File: config.mk
export PLATFORM = sky130hd
export DESIGN_NAME = dmem_arbiter
export DESIGN_NICKNAME = d
export VERILOG_FILES = /design/src/rtl/dmem_arbiter_pkg.sv /design/src/rtl/dmem_arb_fsm.sv /design/src/rtl/dmem_arbiter.sv
export SDC_FILE = /design/constraint.sdc
export NUM_CORES = 1
export LEC_CHECK = 0
export ABC_AREA = 1
export CORE_AREA = 2 2 123 125
export CTS_CLUSTER_SIZE = 8
export DETAILED_ROUTE_END_ITERATION = 10
export DIE_AREA = 0 0 125 127
export DONT_BUFFER_PORTS = 1
export GPL_ROUTABILITY_DRIVEN = 0
export SLEW_MARGIN = 15
export SYNTH_ARGS = -nofsm -noshare
export SYNTH_HDL_FRONTEND = slang
export SYNTH_SLANG_ARGS = --single-unit
File: constraint.sdc
create_clock -name clk -period 2.55 [get_ports clk]
set_input_delay 0.51 -clock clk [delete_from_list [all_inputs] [get_ports clk]]
set_output_delay 0.51 -clock clk [all_outputs]
set_load 0.03 [all_outputs]
File: src/rtl/dmem_arbiter_pkg.sv
// Shared constants, owner codes and FSM encoding for the data-memory arbiter.
package dmem_arbiter_pkg;

   localparam int DATA_W   = 32;
   localparam int ADDR_W   = 32;
   localparam int BYTE_SEL = 4;

   localparam logic [DATA_W-1:0] ZERO32 = 32'h0000_0000;

   localparam logic MEM_READ  = 1'b0;
   localparam logic MEM_WRITE = 1'b1;

   localparam logic OWNER_M0 = 1'b0;
   localparam logic OWNER_M1 = 1'b1;

   typedef enum logic [1:0] {
      ST_IDLE   = 2'd0,
      ST_OWN_M0 = 2'd1,
      ST_OWN_M1 = 2'd2
   } arb_state_e;

   // Hold counter increments but sticks at its maximum rather than wrapping.
   function automatic logic [7:0] sat_inc8(input logic [7:0] v);
      return (v == 8'hFF) ? v : (v + 8'd1);
   endfunction

endpackage

File: src/rtl/dmem_arb_fsm.sv
// Round-robin ownership FSM with bounded hold time; grants are decoded from
// the current owner state and the live request lines.
module dmem_arb_fsm
   import dmem_arbiter_pkg::*;
#(
   parameter int MAX_HOLD = 8
)
(
   input  logic clk,
   input  logic rst,
   input  logic i_m0_req,
   input  logic i_m1_req,
   output logic o_m0_gnt,
   output logic o_m1_gnt
);

   localparam logic [7:0] HOLD_LIMIT = 8'(MAX_HOLD - 1);

   arb_state_e r_state;
   arb_state_e w_next_state;
   logic       r_last_owner;
   logic       w_next_last_owner;
   logic [7:0] r_hold_cnt;
   logic [7:0] w_next_hold_cnt;

   // State, last owner and hold counter registers.
   always_ff @(posedge clk or negedge rst) begin
      if (!rst) begin
         r_state      <= ST_IDLE;
         r_last_owner <= OWNER_M1;
         r_hold_cnt   <= 8'd0;
      end else begin
         r_state      <= w_next_state;
         r_last_owner <= w_next_last_owner;
         r_hold_cnt   <= w_next_hold_cnt;
      end
   end

   // Next-state selection; entering an owner state restarts the hold count.
   always_comb begin
      w_next_state      = r_state;
      w_next_last_owner = r_last_owner;
      w_next_hold_cnt   = r_hold_cnt;
      case (r_state)
         ST_IDLE: begin
            if (i_m0_req && i_m1_req) begin
               if (r_last_owner == OWNER_M1) begin
                  w_next_state      = ST_OWN_M0;
                  w_next_last_owner = OWNER_M0;
               end else begin
                  w_next_state      = ST_OWN_M1;
                  w_next_last_owner = OWNER_M1;
               end
               w_next_hold_cnt = 8'd0;
            end else if (i_m0_req) begin
               w_next_state      = ST_OWN_M0;
               w_next_last_owner = OWNER_M0;
               w_next_hold_cnt   = 8'd0;
            end else if (i_m1_req) begin
               w_next_state      = ST_OWN_M1;
               w_next_last_owner = OWNER_M1;
               w_next_hold_cnt   = 8'd0;
            end else begin
               w_next_state = ST_IDLE;
            end
         end
         // >= rather than == keeps the wait bound after a long solo burst.
         ST_OWN_M0: begin
            if (!i_m0_req || (i_m1_req && (r_hold_cnt >= HOLD_LIMIT))) begin
               if (i_m1_req) begin
                  w_next_state      = ST_OWN_M1;
                  w_next_last_owner = OWNER_M1;
                  w_next_hold_cnt   = 8'd0;
               end else begin
                  w_next_state = ST_IDLE;
               end
            end else begin
               w_next_hold_cnt = sat_inc8(r_hold_cnt);
            end
         end
         ST_OWN_M1: begin
            if (!i_m1_req || (i_m0_req && (r_hold_cnt >= HOLD_LIMIT))) begin
               if (i_m0_req) begin
                  w_next_state      = ST_OWN_M0;
                  w_next_last_owner = OWNER_M0;
                  w_next_hold_cnt   = 8'd0;
               end else begin
                  w_next_state = ST_IDLE;
               end
            end else begin
               w_next_hold_cnt = sat_inc8(r_hold_cnt);
            end
         end
         default: begin
            w_next_state = ST_IDLE;
         end
      endcase
   end

   assign o_m0_gnt = (r_state == ST_OWN_M0) & i_m0_req;
   assign o_m1_gnt = (r_state == ST_OWN_M1) & i_m1_req;

endmodule

File: src/rtl/dmem_arbiter.sv
// Two-master data-memory arbiter: slave-port mux and read-response routing
// around the ownership FSM.
module dmem_arbiter
   import dmem_arbiter_pkg::*;
#(
   parameter int MAX_HOLD = 8
)
(
   input  logic                clk,
   input  logic                rst,
   input  logic                m0_req,
   input  logic                m0_we,
   input  logic [ADDR_W-1:0]   m0_addr,
   input  logic [DATA_W-1:0]   m0_wdata,
   input  logic [BYTE_SEL-1:0] m0_byte_mask,
   input  logic                m0_un_sign,
   input  logic                m1_req,
   input  logic                m1_we,
   input  logic [ADDR_W-1:0]   m1_addr,
   input  logic [DATA_W-1:0]   m1_wdata,
   input  logic [BYTE_SEL-1:0] m1_byte_mask,
   input  logic                m1_un_sign,
   output logic                m0_gnt_o,
   output logic                m1_gnt_o,
   output logic                m0_rvalid_o,
   output logic                m1_rvalid_o,
   output logic [DATA_W-1:0]   m0_rdata_o,
   output logic [DATA_W-1:0]   m1_rdata_o,
   output logic                s_rw_o,
   output logic [ADDR_W-1:0]   s_addr_o,
   output logic [DATA_W-1:0]   s_wdata_o,
   output logic [BYTE_SEL-1:0] s_byte_mask_o,
   output logic                s_un_sign_o,
   input  logic [DATA_W-1:0]   s_rdata
);

   logic w_m0_gnt;
   logic w_m1_gnt;
   logic w_gnt_read;
   logic r_rd_pend;
   logic r_rd_owner;

   dmem_arb_fsm #(
      .MAX_HOLD (MAX_HOLD)
   ) u_fsm (
      .clk      (clk),
      .rst      (rst),
      .i_m0_req (m0_req),
      .i_m1_req (m1_req),
      .o_m0_gnt (w_m0_gnt),
      .o_m1_gnt (w_m1_gnt)
   );

   assign m0_gnt_o = w_m0_gnt;
   assign m1_gnt_o = w_m1_gnt;

   // Slave port carries the granted beat only; idle cycles drive all zeros.
   always_comb begin
      s_rw_o        = MEM_READ;
      s_addr_o      = ZERO32;
      s_wdata_o     = ZERO32;
      s_byte_mask_o = {BYTE_SEL{1'b0}};
      s_un_sign_o   = 1'b0;
      if (w_m0_gnt) begin
         s_rw_o        = m0_we;
         s_addr_o      = m0_addr;
         s_wdata_o     = m0_wdata;
         s_byte_mask_o = m0_byte_mask;
         s_un_sign_o   = m0_un_sign;
      end else if (w_m1_gnt) begin
         s_rw_o        = m1_we;
         s_addr_o      = m1_addr;
         s_wdata_o     = m1_wdata;
         s_byte_mask_o = m1_byte_mask;
         s_un_sign_o   = m1_un_sign;
      end else begin
         s_rw_o        = MEM_READ;
         s_addr_o      = ZERO32;
      end
   end

   assign w_gnt_read = (w_m0_gnt | w_m1_gnt) & (s_rw_o == MEM_READ);

   // Remember which master owns the read whose data arrives next cycle.
   always_ff @(posedge clk or negedge rst) begin
      if (!rst) begin
         r_rd_pend  <= 1'b0;
         r_rd_owner <= OWNER_M0;
      end else begin
         r_rd_pend <= w_gnt_read;
         if (w_gnt_read) begin
            r_rd_owner <= w_m1_gnt ? OWNER_M1 : OWNER_M0;
         end else begin
            r_rd_owner <= r_rd_owner;
         end
      end
   end

   assign m0_rvalid_o = r_rd_pend & (r_rd_owner == OWNER_M0);
   assign m1_rvalid_o = r_rd_pend & (r_rd_owner == OWNER_M1);
   assign m0_rdata_o  = m0_rvalid_o ? s_rdata : ZERO32;
   assign m1_rdata_o  = m1_rvalid_o ? s_rdata : ZERO32;

endmodule

==> run summary, run 1 <==
Status: finished, final reports clean
Power Dens Cells: 900.0 nW/um^2
Worst-path cell chain: inv_1 > ha_2 > nand2_2 > inv_2 > buf_12 > nand2_1 > nand2_1 > buf_12
DRT Pass-1 Iters: 6
Post-place instance area: 3950 um^2
Yosys reg bits: 13
Synthesized Nets: 676
All-Layer GR Usage: 0.1783
WHS: 0.1020 ns
Largest net degree at the start of global routing: 71
CTS Root Cell: clkbuf_16
Final Cycle Share: 0.9630
Unrepaired setup endpoints after global routing: false
Vias/cell: 4.656
Final hold viol count: 0
Cell family with most CP delay: buffers and inverters
Final Instance Count excl. Fillers: 800
Row cnt: 44
Startpoint types: flop
Slowest cell delay on critical path: 0.41 ns
Routed length per instance: 19.74 um
Core Region: 14,420 um^2
Crit path arrival time: 1.95 ns
Layout cells sized above 1: 0.2709
Slew HR: 0.6156
Die height: 127 um
CTS clock-pin slew for the worst setup and hold paths: 0.05 ns
Fillers: 1,622
Critical Path End: s_wdata_o[1]
Vias in the first global route: 3,246
Final setup TNS: 0 ns
R2R Setup Slk: 0.53 ns
CTS max path bufs: 2
TritonCTS Buffers: 3
Die area: 15,880 um^2
Post-route cell area: 4119 um^2
RR Startpoint: u_fsm.r_state[1]
DIE WIDTH: 125 um
M1 GR Usage: 0.2616
Final setup violation count: 0
DRC violation total after the first TritonRoute iteration: 382
Commonest non-fill, non-tap cells in the layout: nand2_1 (170), buf_4 (109), nor2_1 (90)
Met3 global-route usage: 0.06323
Worst Reg-to-Reg Cells: 7
Final WL: 15.79 mm
YS warnings: 0
Cells after Synth: 495
Crit path max fanout: 45
Worst setup path startpoint: u_fsm.r_state[1]
Slew Viols, Final: 0
CP Class: reg -> out
Initial antenna violation count: 6
GRT busiest layer: met1
Skew-Pair Late Insertion Delay: 0.25 ns
CTS H-Tree Depth: 1
Worst Max-Slew Pin Slew: 0.5748 ns
Leakage: 2.293 nW
Peak supply drop: 0.3045 mV
CTS tree: done
Total grt overflow: 0
Hold Crit Class: in -> async
Num Clock Sinks: 13
Max_cap viols: 0
Final clock skew: 0.002730 ns
Setup crit end kind: output pin
Area growth syn-to-layout: 66.18%
I/O Buffers: 0
Placed insts: 785
Synthesized area per cell: 5.007 um^2
Seq/Total Area, Yosys: 0.1318
Met2 usage: 0.2487
Number of nets with antenna violations after routing: 0
Drc violations: 0
Fmax: 407.2 MHz
Via Count: 3,725
Most common cell after layout, fill and taps aside: nand2_1
Crit Reg-Reg Endpoint: u_fsm.r_hold_cnt[7]
Post-layout nets: 791
Post-Syn Area: 2479 um^2
Critical Path RT: 2.04 ns
Final min period: 2.456 ns
Initial Util: 0.1718
Critical path buffers and inverters: 4
HPWL after detailed placement: 13.26 mm
Crit. path cell count: 8
I/O pins: 314
Worst path slowest cell: dfrtp_1
First-pass GRT wire length: 21.16 mm
Count of cell types in the netlist: 34
-- layout make-up --
| cell class | instances | area (um^2) | area share |
|---|---|---|---|
| Antenna cell | 7 | 17.52 | 0.004253 |
| Inverter | 54 | 207.7 | 0.05043 |
| Sequential cell | 13 | 326.6 | 0.07928 |
| Clock buffer | 4 | 78.83 | 0.01914 |
| Timing Repair Buffer | 141 | 1454 | 0.3530 |
| Multi-Input combinational cell | 397 | 1804 | 0.4380 |
| Tap cell | 184 | 230.2 | 0.05589 |
-- what timing repair did --
| item | in CTS | in global routing |
|---|---|---|
| resized for setup | 1 | 4 |
| gates cloned | 0 | 1 |
| hold buffers | 1 | 0 |
| buffers inserted | 0 | 2 |
| setup endpoints to repair | 21 | 55 |
| endpoints found under the hold margin | 12 | 0 |
-- synth_stat cells --
cell type / n / share of area
nand2_1: 171 / 0.26
nor2_1: 90 / 0.14
nand3_1: 78 / 0.16
inv_1: 48 / 0.073
buf_2: 15 / 0.030
dfrtp_1: 12 / 0.12
a21oi_1: 11 / 0.022
clkbuf_1: 9 / 0.014
o21ai_0: 9 / 0.018
a31oi_1: 5 / 0.013
ha_1: 5 / 0.025
inv_2: 5 / 0.0076
buf_1: 4 / 0.0061
nand2_2: 4 / 0.010
nand4_1: 3 / 0.0076
o21ai_1: 3 / 0.0061
xor2_1: 3 / 0.011
buf_4: 2 / 0.0061
nor2_4: 2 / 0.0091
o21ai_2: 2 / 0.0071
a21oi_2: 1 / 0.0035
a41oi_1: 1 / 0.0035
buf_6: 1 / 0.0045
clkinv_1: 1 / 0.0015
dfstp_2: 1 / 0.011
nand2_4: 1 / 0.0045
nand3_4: 1 / 0.0071
nor3_2: 1 / 0.0040
o2111ai_1: 1 / 0.0035
o21a_1: 1 / 0.0030
o21bai_2: 1 / 0.0045
o31ai_1: 1 / 0.0030
o31ai_2: 1 / 0.0050
or2_1: 1 / 0.0025
-- layer usage --
layer	part of all wire	vias to the layer above	wire, um
met2	0.42	244	6661
li1	-	1783	-
met5	0.00044	-	7
met1	0.46	1685	7332
met4	0.0071	2	112
met3	0.11	11	1680
-- kinds of logic (layout without fill, tap and decap cells) --
family	after synthesis	in the layout	synth area share
buf+inv	85	199	0.1423
flops	13	13	0.1318
other cells	0	7	0
xor+xnor	3	3	0.01060
compound gates	37	37	0.09238
simple gates	352	352	0.5977
fa+ha+maj	5	5	0.02524
-- per-stage QoR --
stage,setup WS [ns],total power [mW],utilization
after global routing,0.002445,3.940,0.2844
after floorplan,0.4939,2.229,-
final,0.09433,3.707,0.2856
after global placement,0.1736,3.331,0.2739
after CTS,0.003035,3.675,0.2802
after detailed placement,0.1705,3.341,0.2739
-- worst register-to-register path: cells and delay by family, from the launching register on --
| kind | cells | cell delay [ns] |
|---|---|---|
| DFF | 1 | 0.39 |
| buffers and inverters | 2 | 0.46 |
| and+or+nand+nor | 1 | 0.05 |
| adders and majority gates | 1 | 0.50 |
| AOI/OAI and AO/OA | 3 | 0.48 |
-- how the worst min path moves through the flow --
stage	to	depth (start not counted)	from
2_1_floorplan	r_rd_owner	0	rst
3_3_place_gp	u_fsm.r_hold_cnt[1]	0	rst
3_5_place_dp	u_fsm.r_hold_cnt[1]	0	rst
4_1_cts	u_fsm.r_last_owner	0	rst
5_1_grt	u_fsm.r_last_owner	0	rst
6_report	u_fsm.r_last_owner	0	rst
-- power breakdown --
part | internal [mW] | switching, mW | leakage [nW]
sequential | 0.302 | 0.109 | 0.171
combinational | 1.06 | 1.93 | 2.08
clock | 0.212 | 0.0941 | 0.0382
-- state kept, by name (all words and copies together), names as in the netlist --
name,flops
r_rd_owner,1
r_rd_pend,1
u_fsm.r_state,2
u_fsm.r_hold_cnt,8
u_fsm.r_last_owner,1
Note: power is estimated with default switching activity, not from simulation.
==> run 2, diff against run 1 <==
Settings changed: ABC_CLOCK_PERIOD_IN_PS set to 2550, CORE_AREA 2 2 123 125 to 2 2 121 123, CTS_BUF_LIST set to sky130_fd_sc_hd__clkbuf_8, DIE_AREA 0 0 125 127 to 0 0 123 125, DONT_BUFFER_PORTS 1 to unset.
==> run 2 against run 1 <==
Design area increased by 49%. Die area down 3.1%. Sequential cell count stayed put. Global-route usage increased by 2.6 points. Highest routed layer is now met4. Clock power shrank 37%.
==> run summary, run 2 (synthesis gave the netlist of run 1 again) <==
Die height: 125 um
All-Layer GR Usage: 0.2038
Biggest regs: u_fsm.r_hold_cnt: 8 flops, u_fsm.r_state: 2 flops
Max_cap viols: 0
Post-route cell area: 6128 um^2
Initial Util: 0.1745
NetSw: 2.210 mW
Die area: 15,380 um^2
Power Dens Cells: 664.5 nW/um^2
Routed length per instance: 17.11 um
Final setup TNS: 0 ns
Post_cts resized: 0
N_diodes: 0
Skew-Pair Late Insertion Delay: 0.25 ns
Layout cells sized above 1: 0.1500
Internal power: 1.862 mW
Unrepaired setup endpoints after global routing: false
Slew Viols, Final: 0
Slowest cell delay on critical path: 0.49 ns
Initial antenna violation count: 0
Cell family with most CP delay: buffers and inverters
Worst path slowest cell: clkdlybuf4s50_1
Peak supply drop: 0.3576 mV
Drc violations: 0
Crit path max fanout: 39
Commonest non-fill, non-tap cells in the layout: clkdlybuf4s50_1 (235), nand2_1 (171), nor2_1 (90)
Largest register FFs: 8
DIE WIDTH: 123 um
Hold Crit Class: reg -> reg
WHS: 0.5485 ns
Fmax: 411.1 MHz
Crit path arrival time: 1.92 ns
Critical path buffers and inverters: 5
Post-CTS Setup Bufs: 0
Placed insts: 980
Leakage: 2.943 nW
Sw Share: 0.5427
Total grt overflow: 0
Via Count: 4,252
CTS max path bufs: 2
Post-place instance area: 6077 um^2
DRT Pass-1 Iters: 4
Final clock skew: 0.002315 ns
Setup crit end kind: output pin
Post-layout nets: 982
First-pass GRT wire length: 23.60 mm
Largest Register: u_fsm.r_hold_cnt
Final core occ: 0.4315
Final hold viol count: 0
Num Clock Sinks: 13
Slew HR: 0.5706
Worst-path cell chain: clkdlybuf4s50_1 > nand2_2 > inv_2 > buf_12 > buf_12 > nand2_1 > nand2_1 > buf_12
Clk network pwr share: 0.048
Power Total: 4.072 mW
Row cnt: 44
Part of the power in registers: 0.101
I/O pins: 314
DRC violation total after the first TritonRoute iteration: 326
CP most frequent cell: buf_12
Fillers: 1,520
Largest net degree at the start of global routing: 40
Final Cycle Share: 0.9540
Number of nets with antenna violations after routing: 0
CTS Root Cell: clkbuf_8
CTS H-Tree Depth: 1
Setup WS pre-CTS: 0.08168 ns
Vias in the first global route: 3,873
Final worst slack: 0.1172 ns
HPWL after detailed placement: 14.31 mm
Most common cell after layout, fill and taps aside: clkdlybuf4s50_1
I/O Buffers: 313
Critical Path RT: 2.04 ns
Final min period: 2.433 ns
Core Region: 14,200 um^2
Vias/cell: 4.321
Cts hold-fix bufs: 0
Final Instance Count excl. Fillers: 984
Comb pwr share: 0.852
Final WL: 16.84 mm
TritonCTS Buffers: 3
Status: finished, final reports clean
Final setup violation count: 0
CTS clock-pin slew for the worst setup and hold paths: 0.06 ns
Startpoint types: input port
Worst Max-Slew Pin Slew: 0.6421 ns
CP Class: in -> out
CTS tree: done
Area growth syn-to-layout: 147.2%
-- run 2: cell type report --
cell class	instances	area (um^2)	area share
timing repair buffer	332	3522	0.5747
multi-input combinational	397	1799	0.2936
sequential	13	326.6	0.05329
tap	184	230.2	0.03757
inverter	54	205.2	0.03348
clock buffer	3	41.29	0.006737
clock inverter	1	3.754	0.0006125
-- run 2: final timing paths --
kind	slack, ns	cells after the start	end	from
min in group asynchronous	0.65	1	u_fsm.r_hold_cnt[2]	rst
hold reg to reg	0.55	2	u_fsm.r_last_owner	u_fsm.r_last_owner
max in group asynchronous	1.48	1	r_rd_pend	rst
setup reg to reg	0.74	11	u_fsm.r_hold_cnt[1]	u_fsm.r_state[1]
hold / removal	0.55	2	u_fsm.r_last_owner	u_fsm.r_last_owner
setup / recovery	0.12	8	s_addr_o[0]	m0_req
-- run 2: worst min-delay path, stage by stage (launching register included) --
cell     delay (ns)
dfstp_2        0.38
a21oi_1        0.11
a21oi_1        0.05
-- run 2: per-layer routing --
| metal | up-vias | global-route usage | share of wire | routed length, um |
|---|---|---|---|---|
| li1 | 2157 | - | - | - |
| met3 | 10 | 0.08075 | 0.13 | 2124 |
| met5 | - | 0 | 0 | 0 |
| met2 | 212 | 0.3042 | 0.42 | 7076 |
| met4 | 0 | 0.01872 | 0.0065 | 110 |
| met1 | 1873 | 0.2869 | 0.45 | 7530 |
-- run 2: power groups by stage --
stage,logic (mW),registers [mW],clock network [mW]
global route,3.72,0.426,0.211
global placement,3.47,0.411,0
CTS,3.49,0.410,0.198
detailed placement,3.47,0.414,0
floorplan,1.85,0.376,0
finish,3.47,0.410,0.194
==> run 3, diff against run 2 <==
Settings changed: ABC_CLOCK_PERIOD_IN_PS 2550 to 2009.
Clock period 2.55 ns to 2.01 ns, I/O delays scaled along.
==> run 3 against run 2 <==
The run now ends with setup timing left. Worst hold slack got worse by 0.0011 ns. Via count grew 4.6%. Wire length increased by 9.2%. Critical path depth unchanged. Register-to-register slack got worse by 0.50 ns. Critical path type is now reg -> out.
==> run summary, run 3 (synthesis gave the netlist of run 1 again) <==
Cts hold-fix bufs: 0
Vias/cell: 4.383
CP most frequent cell: buf_6
Final min period: 2.137 ns
Routed length per instance: 18.11 um
Final worst slack: -0.1271 ns
Critical Path RT: 1.61 ns
Layout cells sized above 1: 0.3755
Die height: 125 um
Skew-Pair Late Insertion Delay: 0.24 ns
Most common cell after layout, fill and taps aside: clkdlybuf4s50_1
Area growth syn-to-layout: 190.7%
Worst Reg-to-Reg Cells: 10
Slowest cell delay on critical path: 0.41 ns
Final setup violation count: 30
Peak supply drop: 0.3900 mV
Fmax: 467.9 MHz
Unrepaired setup endpoints after global routing: true
Top Layer Used: met4
Worst-path cell chain: buf_6 > ha_4 > nand2_8 > clkinvlp_4 > clkbuf_16 > nand3_4 > nand2_2 > buf_6
Final hold viol count: 0
DRC violation total after the first TritonRoute iteration: 250
Total grt overflow: 0
Vias in the first global route: 4,124
CTS Root Cell: clkbuf_8
Met2 wire len: 8.057 mm
Power Dens Cells: 854.4 nW/um^2
Final clock skew: 0.001750 ns
Startpoint types: flop
Setup crit end kind: output pin
R2R Setup Slk: 0.24 ns
Fillers: 1,398
Met3 WL: 2.336 mm
Leakage: 3.362 nW
Slew Viols, Final: 0
Worst Hold Launch: u_fsm.r_last_owner
CP Class: reg -> out
Hold Crit Class: reg -> reg
WHS Endpoint: u_fsm.r_last_owner
Largest register FFs: 8
Largest Register: u_fsm.r_hold_cnt
Core Region: 14,200 um^2
Post-layout nets: 1,013
Final Cycle Share: 1.063
First-pass GRT wire length: 25.31 mm
Crit path max fanout: 7
CTS clock-pin slew for the worst setup and hold paths: 0.06 ns
RR Startpoint: u_fsm.r_hold_cnt[0]
Final core occ: 0.5072
N_diodes: 0
I/O pins: 314
CTS H-Tree Depth: 1
DIE WIDTH: 123 um
Critical path buffers and inverters: 4
TritonCTS Buffers: 3
Largest net degree at the start of global routing: 33
I/O Buffers: 313
Crit Reg-Reg Endpoint: u_fsm.r_hold_cnt[7]
Biggest regs: u_fsm.r_hold_cnt: 8 flops, u_fsm.r_state: 2 flops
Worst Max-Slew Pin Slew: 0.6628 ns
Cell family with most CP delay: buffers and inverters
Initial antenna violation count: 0
DRT Pass-1 Iters: 4
Die area: 15,380 um^2
Slew HR: 0.5567
Final WL: 18.38 mm
Commonest non-fill, non-tap cells in the layout: clkdlybuf4s50_1 (174), nand2_1 (120), buf_4 (97)
Status: finished with violations
Initial Util: 0.1745
Worst path slowest cell: dfrtp_1
Crit path arrival time: 1.74 ns
CTS tree: done
Failing checks: setup timing
Setup WS pre-CTS: -0.2123 ns
Met1 WL: 7.807 mm
Via Count: 4,449
Num Clock Sinks: 13
Drc violations: 0
Row cnt: 44
Worst setup path startpoint: u_fsm.r_state[1]
All-Layer GR Usage: 0.2180
HPWL after detailed placement: 14.52 mm
CTS max path bufs: 2
Worst hold path stage count: 2
Max_cap viols: 0
Number of nets with antenna violations after routing: 0
[run 3: per-stage QoR]
step                      TNS, ns  cell area (um^2)  cells  hold slack [ns]  total power, mW
after floorplan                 0              2479    495           0.1064            2.828
final                      -2.190              7204   1015           0.5474            6.155
after global placement     -8.711              6005    995           0.5266            4.969
after CTS                  -1.345              6495   1008           0.5507            5.646
after detailed placement   -7.990              6005    995           0.5404            4.965
after global routing       -6.120              7204   1015           0.5833            6.545
[run 3: worst max path at each step]
stage	end	depth (start not counted)	slack [ns]
after floorplan	s_addr_o[25]	7	0.06
after global routing	s_addr_o[25]	8	-0.20
after CTS	s_byte_mask_o[3]	8	-0.07
after detailed placement	s_wdata_o[20]	7	-0.21
final	s_addr_o[25]	8	-0.13
after global placement	s_wdata_o[20]	7	-0.21
[run 3: worst reg2reg max path, cell delays in order (launching register included)]
cell      delay [ns]
dfrtp_1         0.41
ha_1            0.23
nand2_1         0.14
nand2_1         0.11
o21bai_2        0.20
nand2_2         0.10
nand2_4         0.14
inv_2           0.07
nor2_4          0.14
a21oi_1         0.09
nor2_1          0.09
[run 3: final cells by class]
type	instances	area, um^2	share of cell area
clock buffer	3	41.29	0.005731
clock inverter	1	3.754	0.0005210
inverter	54	217.7	0.03022
multi-input combinational	397	2389	0.3315
sequential	13	327.8	0.04550
tap	184	230.2	0.03196
timing repair buffer	362	3988	0.5535
timing repair inverter	1	7.507	0.001042
[run 3: per-layer routing]
layer | global-route usage | vias to the layer above
met3 | 0.08485 | 12
li1 | - | 2228
met2 | 0.3331 | 202
met4 | 0.02273 | 0
met5 | 0 | -
met1 | 0.3002 | 2007
[run 3: what timing repair did]
item | CTS | global route
buffers inserted | 5 | 1
pin swaps | 5 | 51
endpoints found under the setup margin | 71 | 74
gates cloned | 4 | 7
gates resized for setup | 88 | 124
hold endpoints to repair | 0 | 0
[run 3: power by group]
part | total, mW | switching (mW) | internal (mW)
clock | 0.243 | 0.108 | 0.135
combinational | 5.39 | 2.99 | 2.40
sequential | 0.524 | 0.140 | 0.384
total | 6.16 | 3.24 | 2.92
